File: src/rtl/uart_tx_fifo_if.sv
// Byte-write side of the buffered UART transmitter: write strobe, data byte
// and the FIFO status flags returned to the writer.
interface uart_tx_fifo_if;
    logic       wr_en;
    logic [7:0] data_send;
    logic       full;
    logic       empty;
    logic       overflow;

    modport master (
        output wr_en,
        output data_send,
        input  full,
        input  empty,
        input  overflow
    );

    modport slave (
        input  wr_en,
        input  data_send,
        output full,
        output empty,
        output overflow
    );
endinterface

File: src/rtl/uart_tx_fifo.sv
// Buffered UART transmitter: a FIFO_DEPTH-entry byte FIFO feeding an 8-bit
// LSB-first serializer (start, 8 data, stop; idle high).
// Optional build macro UART_TX_PARITY_EN inserts one even-parity bit between
// the data bits and the stop bit (11-bit frame instead of 8N1).
// tx is a registered copy of the serializer's bit for the current state, so
// the line trails the state register by exactly one clock.
module uart_tx_fifo #(
    parameter int CLKS_PER_BIT = 434,
    parameter int FIFO_DEPTH   = 8
) (
    input  logic            clk,
    input  logic            reset,
    uart_tx_fifo_if.slave   bus,
    output logic            tx,
    output logic            tx_busy,
    output logic            byte_done
);
    localparam int PTR_W = $clog2(FIFO_DEPTH);
    localparam int CNT_W = PTR_W + 1;
    localparam logic [CNT_W-1:0] DEPTH_C     = CNT_W'(FIFO_DEPTH);
    localparam logic [15:0]      BAUD_LAST_C = 16'(CLKS_PER_BIT - 1);

`ifdef UART_TX_PARITY_EN
    typedef enum logic [2:0] {
        IDLE   = 3'd0,
        START  = 3'd1,
        DATA   = 3'd2,
        PARITY = 3'd3,
        STOP   = 3'd4
    } state_t;

    // Even parity: the parity bit makes the total count of ones even.
    function automatic logic even_parity(input logic [7:0] d);
        return ^d;
    endfunction
`else
    typedef enum logic [2:0] {
        IDLE   = 3'd0,
        START  = 3'd1,
        DATA   = 3'd2,
        STOP   = 3'd4
    } state_t;
`endif

    logic [7:0]       mem_r [FIFO_DEPTH];
    logic [PTR_W-1:0] wr_ptr_r;
    logic [PTR_W-1:0] rd_ptr_r;
    logic [CNT_W-1:0] count_r;
    logic             full_r;
    logic             empty_r;
    logic             overflow_r;

    state_t           state_r;
    logic [15:0]      baud_r;
    logic [2:0]       bit_r;
    logic [7:0]       shift_r;
`ifdef UART_TX_PARITY_EN
    logic             parity_r;
`endif
    logic             tx_r;
    logic             busy_r;
    logic             done_r;

    logic             push_s;
    logic             pop_s;
    logic             baud_last_s;
    logic [CNT_W-1:0] count_nxt_s;

    // Push/pop decisions and next occupancy; full is the pre-pop value, so a
    // write while full is dropped even when the serializer pops on that edge.
    always_comb begin
        push_s      = bus.wr_en && !full_r;
        pop_s       = (state_r == IDLE) && !empty_r;
        baud_last_s = (baud_r == BAUD_LAST_C);
        count_nxt_s = count_r;
        case ({push_s, pop_s})
            2'b10:   count_nxt_s = count_r + CNT_W'(1);
            2'b01:   count_nxt_s = count_r - CNT_W'(1);
            default: count_nxt_s = count_r;
        endcase
    end

    // FIFO storage, pointers, occupancy flags and sticky overflow.
    always_ff @(posedge clk or negedge reset) begin
        if (!reset) begin
            for (int i = 0; i < FIFO_DEPTH; i++) begin
                mem_r[i] <= 8'h00;
            end
            wr_ptr_r   <= {PTR_W{1'b0}};
            rd_ptr_r   <= {PTR_W{1'b0}};
            count_r    <= {CNT_W{1'b0}};
            full_r     <= 1'b0;
            empty_r    <= 1'b1;
            overflow_r <= 1'b0;
        end else begin
            if (push_s) begin
                mem_r[wr_ptr_r] <= bus.data_send;
                wr_ptr_r        <= wr_ptr_r + PTR_W'(1);
            end
            if (pop_s) begin
                rd_ptr_r <= rd_ptr_r + PTR_W'(1);
            end
            if (bus.wr_en && full_r) begin
                overflow_r <= 1'b1;
            end
            count_r <= count_nxt_s;
            full_r  <= (count_nxt_s == DEPTH_C);
            empty_r <= (count_nxt_s == {CNT_W{1'b0}});
        end
    end

    // Serializer FSM with registered line, busy and end-of-stop pulse.
    always_ff @(posedge clk or negedge reset) begin
        if (!reset) begin
            state_r  <= IDLE;
            baud_r   <= 16'd0;
            bit_r    <= 3'd0;
            shift_r  <= 8'h00;
`ifdef UART_TX_PARITY_EN
            parity_r <= 1'b0;
`endif
            tx_r     <= 1'b1;
            busy_r   <= 1'b0;
            done_r   <= 1'b0;
        end else begin
            done_r <= 1'b0;
            // Busy trails the state by one clock like tx, so it drops only
            // after the last stop bit has actually left the line.
            busy_r <= (state_r != IDLE) || (count_r != {CNT_W{1'b0}}) || push_s;
            case (state_r)
                IDLE: begin
                    tx_r   <= 1'b1;
                    baud_r <= 16'd0;
                    bit_r  <= 3'd0;
                    if (pop_s) begin
                        shift_r  <= mem_r[rd_ptr_r];
`ifdef UART_TX_PARITY_EN
                        parity_r <= even_parity(mem_r[rd_ptr_r]);
`endif
                        state_r  <= START;
                    end else begin
                        state_r <= IDLE;
                    end
                end
                START: begin
                    tx_r <= 1'b0;
                    if (baud_last_s) begin
                        baud_r  <= 16'd0;
                        bit_r   <= 3'd0;
                        state_r <= DATA;
                    end else begin
                        baud_r <= baud_r + 16'd1;
                    end
                end
                DATA: begin
                    tx_r <= shift_r[0];
                    if (baud_last_s) begin
                        baud_r  <= 16'd0;
                        shift_r <= {1'b0, shift_r[7:1]};
                        if (bit_r == 3'd7) begin
                            bit_r <= 3'd0;
`ifdef UART_TX_PARITY_EN
                            state_r <= PARITY;
`else
                            state_r <= STOP;
`endif
                        end else begin
                            bit_r <= bit_r + 3'd1;
                        end
                    end else begin
                        baud_r <= baud_r + 16'd1;
                    end
                end
`ifdef UART_TX_PARITY_EN
                PARITY: begin
                    tx_r <= parity_r;
                    if (baud_last_s) begin
                        baud_r  <= 16'd0;
                        state_r <= STOP;
                    end else begin
                        baud_r <= baud_r + 16'd1;
                    end
                end
`endif
                STOP: begin
                    tx_r <= 1'b1;
                    if (baud_last_s) begin
                        baud_r  <= 16'd0;
                        done_r  <= 1'b1;
                        state_r <= IDLE;
                    end else begin
                        baud_r <= baud_r + 16'd1;
                    end
                end
                default: begin
                    tx_r    <= 1'b1;
                    baud_r  <= 16'd0;
                    bit_r   <= 3'd0;
                    state_r <= IDLE;
                end
            endcase
        end
    end

    assign tx           = tx_r;
    assign tx_busy      = busy_r;
    assign byte_done    = done_r;
    assign bus.full     = full_r;
    assign bus.empty    = empty_r;
    assign bus.overflow = overflow_r;
endmodule

File: src/flat_wrapper.sv
// flat-port wrapper written by rule: the top's interface ports become plain ports
module uart_tx_fifo_flat 
#(
    parameter int CLKS_PER_BIT = 434,
    parameter int FIFO_DEPTH   = 8
)
  (clk, reset, tx, tx_busy, byte_done, bus_wr_en, bus_data_send, bus_full, bus_empty, bus_overflow);
  uart_tx_fifo_if bus_i ();
  input  logic clk;
  input  logic reset;
  output logic tx;
  output logic tx_busy;
  output logic byte_done;
  input wire logic [$bits(bus_i.wr_en)-1:0] bus_wr_en;
  input wire logic [$bits(bus_i.data_send)-1:0] bus_data_send;
  output wire logic [$bits(bus_i.full)-1:0] bus_full;
  output wire logic [$bits(bus_i.empty)-1:0] bus_empty;
  output wire logic [$bits(bus_i.overflow)-1:0] bus_overflow;
  assign bus_i.wr_en = bus_wr_en;
  assign bus_i.data_send = bus_data_send;
  assign bus_full = bus_i.full;
  assign bus_empty = bus_i.empty;
  assign bus_overflow = bus_i.overflow;
  uart_tx_fifo #(.CLKS_PER_BIT(CLKS_PER_BIT), .FIFO_DEPTH(FIFO_DEPTH)) u_core (.clk(clk), .reset(reset), .bus(bus_i), .tx(tx), .tx_busy(tx_busy), .byte_done(byte_done));
endmodule
File: config.mk
export PLATFORM = sky130hd
export DESIGN_NAME = uart_tx_fifo_flat
export DESIGN_NICKNAME = d
export VERILOG_FILES = /design/src/rtl/uart_tx_fifo_if.sv /design/src/rtl/uart_tx_fifo.sv /design/src/flat_wrapper.sv
export SDC_FILE = /design/constraint.sdc
export NUM_CORES = 1
export LEC_CHECK = 0
export CORE_MARGIN = 4
export CORE_UTILIZATION = 50
export CTS_CLUSTER_DIAMETER = 80
export CTS_CLUSTER_SIZE = 16
export DETAILED_ROUTE_END_ITERATION = 8
export HOLD_SLACK_MARGIN = 0.02
export PLACE_DENSITY = 0.74
export SLEW_MARGIN = 20
export SYNTH_ARGS = -nofsm -noshare
export SYNTH_HDL_FRONTEND = slang
export SYNTH_SLANG_ARGS = --single-unit
File: constraint.sdc
create_clock -name clk -period 3.2 [get_ports clk]
set_input_delay 0.32 -clock clk [delete_from_list [all_inputs] [get_ports clk]]
set_output_delay 0.32 -clock clk [all_outputs]
set_load 0.005 [all_outputs]
==> impl_metrics.json <==
{
  "synthCells": 424,
  "drv_cap": 0,
  "ant_nets": 0,
  "clkTransAtPathRegs_ns": 0.10,
  "ys_types": 60,
  "drc": 0,
  "synth_seq_area_share": 0.523,
  "path_buf_inv": 0,
  "critPathMaxStageDelay_ns": 0.48,
  "skew_ns": 0.00841,
  "routed_wl_um": 10300,
  "worst_hold_slack_ns": 0.475,
  "status": "finished clean",
  "multiInputGateArea_um2": 2410,
  "grt-ovfl-total": 0,
  "cp_max_fo": 8,
  "avgRoutedWirePerCell_um": 17.6,
  "yosysWarnings": 0,
  "synth-seq-cells": 110,
  "synth_edf_count": 0,
  "dp_cells": 569,
  "seqCellArea_um2": 2760,
  "crit_path_start": "u_core.state_r[0]",
  "finalSetupTns_ns": 0,
  "core_um2": 10300,
  "num_rows": 37,
  "tightest_slew_ns": 0.838,
  "p_comb_frac": 0.362,
  "fillers": 866,
  "grt_max_degree": 57,
  "cts_buffers": 9,
  "ir_drop_v": 0.000433,
  "final_nets": 465,
  "period_needed_ns": 2.67,
  "rr_worst_depth": 8,
  "pre_cts_slack_ns": 0.421,
  "fmax_ghz": 0.374,
  "die_x_um": 111,
  "p_leak_nw": 2.49,
  "pwr-share-clk": 0.153,
  "hpwl_um": 6910,
  "cts_sinks": 110,
  "p_per_area_nw_per_um2": 862,
  "crit_path_end_kind": "register",
  "cp-start-kind": "register",
  "cts_max_level": 3,
  "synth_top_area_frac": 0.513,
  "design_area_um2": 5760,
  "p_sw_mw": 1.72,
  "syn_nets": 444,
  "r2r_end": "u_core.bus.empty",
  "clk_latency_ns": 0.37,
  "setup_ws_ns": 0.529,
  "syn_to_final_growth_pct": 9.36,
  "rr_startpoint": "u_core.state_r[0]",
  "cts_max_path_buffers": 2,
  "fp.dieArea_um2": 12200,
  "grt_pass1_vias": 3334,
  "antennaDiodeCount": 0,
  "maxSlewHeadroom": 0.441,
  "netlist_area_um2": 5270,
  "antenna_found_initial": 0,
  "cts_tree": "done",
  "place_area_um2": 5580,
  "finalNonFillerCells": 586,
  "routed_via_density": 5.77,
  "via_count": 3381,
  "drv_slew": 0,
  "crit_required_ns": 3.49,
  "p_int_mw": 3.24,
  "cts-root-buf": "clkbuf_8",
  "finalHoldViolations": 0,
  "path_depth": 8,
  "die_y_um": 111,
  "setup_viol": 0,
  "grt_util_all_layers": 0.174,
  "critPathMostFrequentCell": "ha_1",
  "grt_pass1_wl_um": 17400,
  "start_util": 0.512,
  "crit_end": "u_core.bus.empty",
  "synth_top_cells_by_area": "dfrtp_1 (51%), mux2_2 (14%), mux2i_1 (5.9%)",
  "fin_crit_sh": 0.835,
  "crit_family": "compound AO/OA/AOI/OAI gates",
  "swShare": 0.347,
  "final_cell_mix": "dfrtp_1 (108), mux2_2 (67), nor2_1 (33)",
  "num_io_pins": 17,
  "cp_cell_sequence": "or2_2 -> nor3_2 -> ha_1 -> xor2_1 -> ha_1 -> mux2_2 -> a2111o_1 -> a211oi_1",
  "port_buffers": 16,
  "synth_area_per_cell_um2": 12.4,
  "firstDrtPassIters": 4,
  "rsz0062_at_grt": "no",
  "synthFlopType": "dfrtp_1",
  "async_flop_share": 1.00,
  "crit_slowest_cell": "dfrtp_1",
  "synth_top_area_cell": "dfrtp_1",
  "arrival_ns": 2.96,
  "power_frac_seq": 0.485,
  "drt_iter0_drc": 166,
  "critical_path_class": "register to register",
  "layout_commonest_cell": "dfrtp_1",
  "rrSetupSlack_ns": 0.53,
  "hold_class": "register to register",
  "layout-drive-gt1-share": 0.253,
  "gp_congestion": 0.796
}
==> final cells by class <==
type	instances	area share
repair buffers	25	0.0417
clock inverters	5	0.00608
well taps	136	0.0295
inverters	5	0.00326
clock buffers	11	0.0228
flip-flops and latches	110	0.478
multi-input cells	294	0.418
==> worst min-delay path by stage <==
stage	start	to	slack, ns	cells past startpoint
after detailed placement	reset	u_core.tx_busy	0.42	1
after floorplan	reset	u_core.baud_r[0]	0.02	0
final	u_core.bus.overflow	u_core.bus.overflow	0.48	1
after CTS	u_core.bus.overflow	u_core.bus.overflow	0.48	1
after global placement	reset	u_core.tx_busy	0.41	1
after global routing	u_core.shift_r[3]	u_core.shift_r[3]	0.52	1
==> kinds of logic after synthesis <==
kind of cell / after synthesis / synth area share
buffers and inverters: 20 / 0.0195
XOR/XNOR: 20 / 0.0333
AND/OR/NAND/NOR: 117 / 0.129
adder cells (fa/ha/maj): 9 / 0.0214
multiplexers: 100 / 0.211
AO/OA/AOI/OAI: 48 / 0.0630
flip-flops: 110 / 0.523
==> per-stage QoR <==
step / power [mW] / utilization
after floorplan: 3.74 / -
after global placement: 4.13 / 0.543
after detailed placement: 4.25 / 0.543
after CTS: 4.99 / 0.560
after global routing: 5.31 / 0.560
final: 4.97 / 0.560
==> metal layers <==
metal	global-route usage	wire [um]
met1	0.258	4980
met2	0.261	4840
met3	0.0307	392
met4	0.0575	114
met5	0	0
==> cell usage after synthesis (2+ instances only) <==
cell type	count
a21oi_1	7
nor3_2	2
o22ai_1	7
xnor2_1	10
o21ai_0	6
a211o_1	2
o2bb2ai_1	7
nand4_1	6
mux2_2	67
a31oi_1	7
or3_2	2
or2_2	2
mux2i_1	31
a21o_1	3
nand3_1	8
nor4_1	10
or2_1	2
xor2_1	10
nor3b_2	2
buf_4	3
dfrtp_1	108
nor3_1	4
and4_1	2
dfstp_2	2
nor2_1	33
buf_2	7
clkbuf_1	4
nand2b_1	4
nand2_1	20
inv_1	4
o221ai_1	3
ha_1	9
mux4_2	2
nand3b_1	2
==> power by group through the flow <==
stage                     clock network (mW)  logic, mW  registers [mW]
after global routing                   0.832       1.98            2.49
final                                  0.760       1.80            2.41
after CTS                              0.769       1.82            2.40
after floorplan                            0       1.50            2.24
after detailed placement                   0       1.81            2.43
after global placement                     0       1.74            2.39
==> sequential cells by signal, indices dropped and copies added, names as in the netlist <==
| signal | cells |
|---|---|
| u_core.baud_r | 16 |
| u_core.bit_r | 3 |
| u_core.bus.empty | 1 |
| u_core.bus.full | 1 |
| u_core.bus.overflow | 1 |
| u_core.byte_done | 1 |
| u_core.count_r | 4 |
| u_core.mem_r | 64 |
| u_core.rd_ptr_r | 3 |
| u_core.shift_r | 8 |
| u_core.state_r | 3 |
| u_core.tx | 1 |
| u_core.tx_busy | 1 |
| u_core.wr_ptr_r | 3 |
==> repair_timing <==
| action | CTS | global route |
|---|---|---|
| resized for setup | 0 | 0 |
| hold endpoints to repair | 9 | 0 |
| hold buffers | 1 | 0 |
| setup buffers | 0 | 0 |
Note: power is estimated with default switching activity, not from simulation.
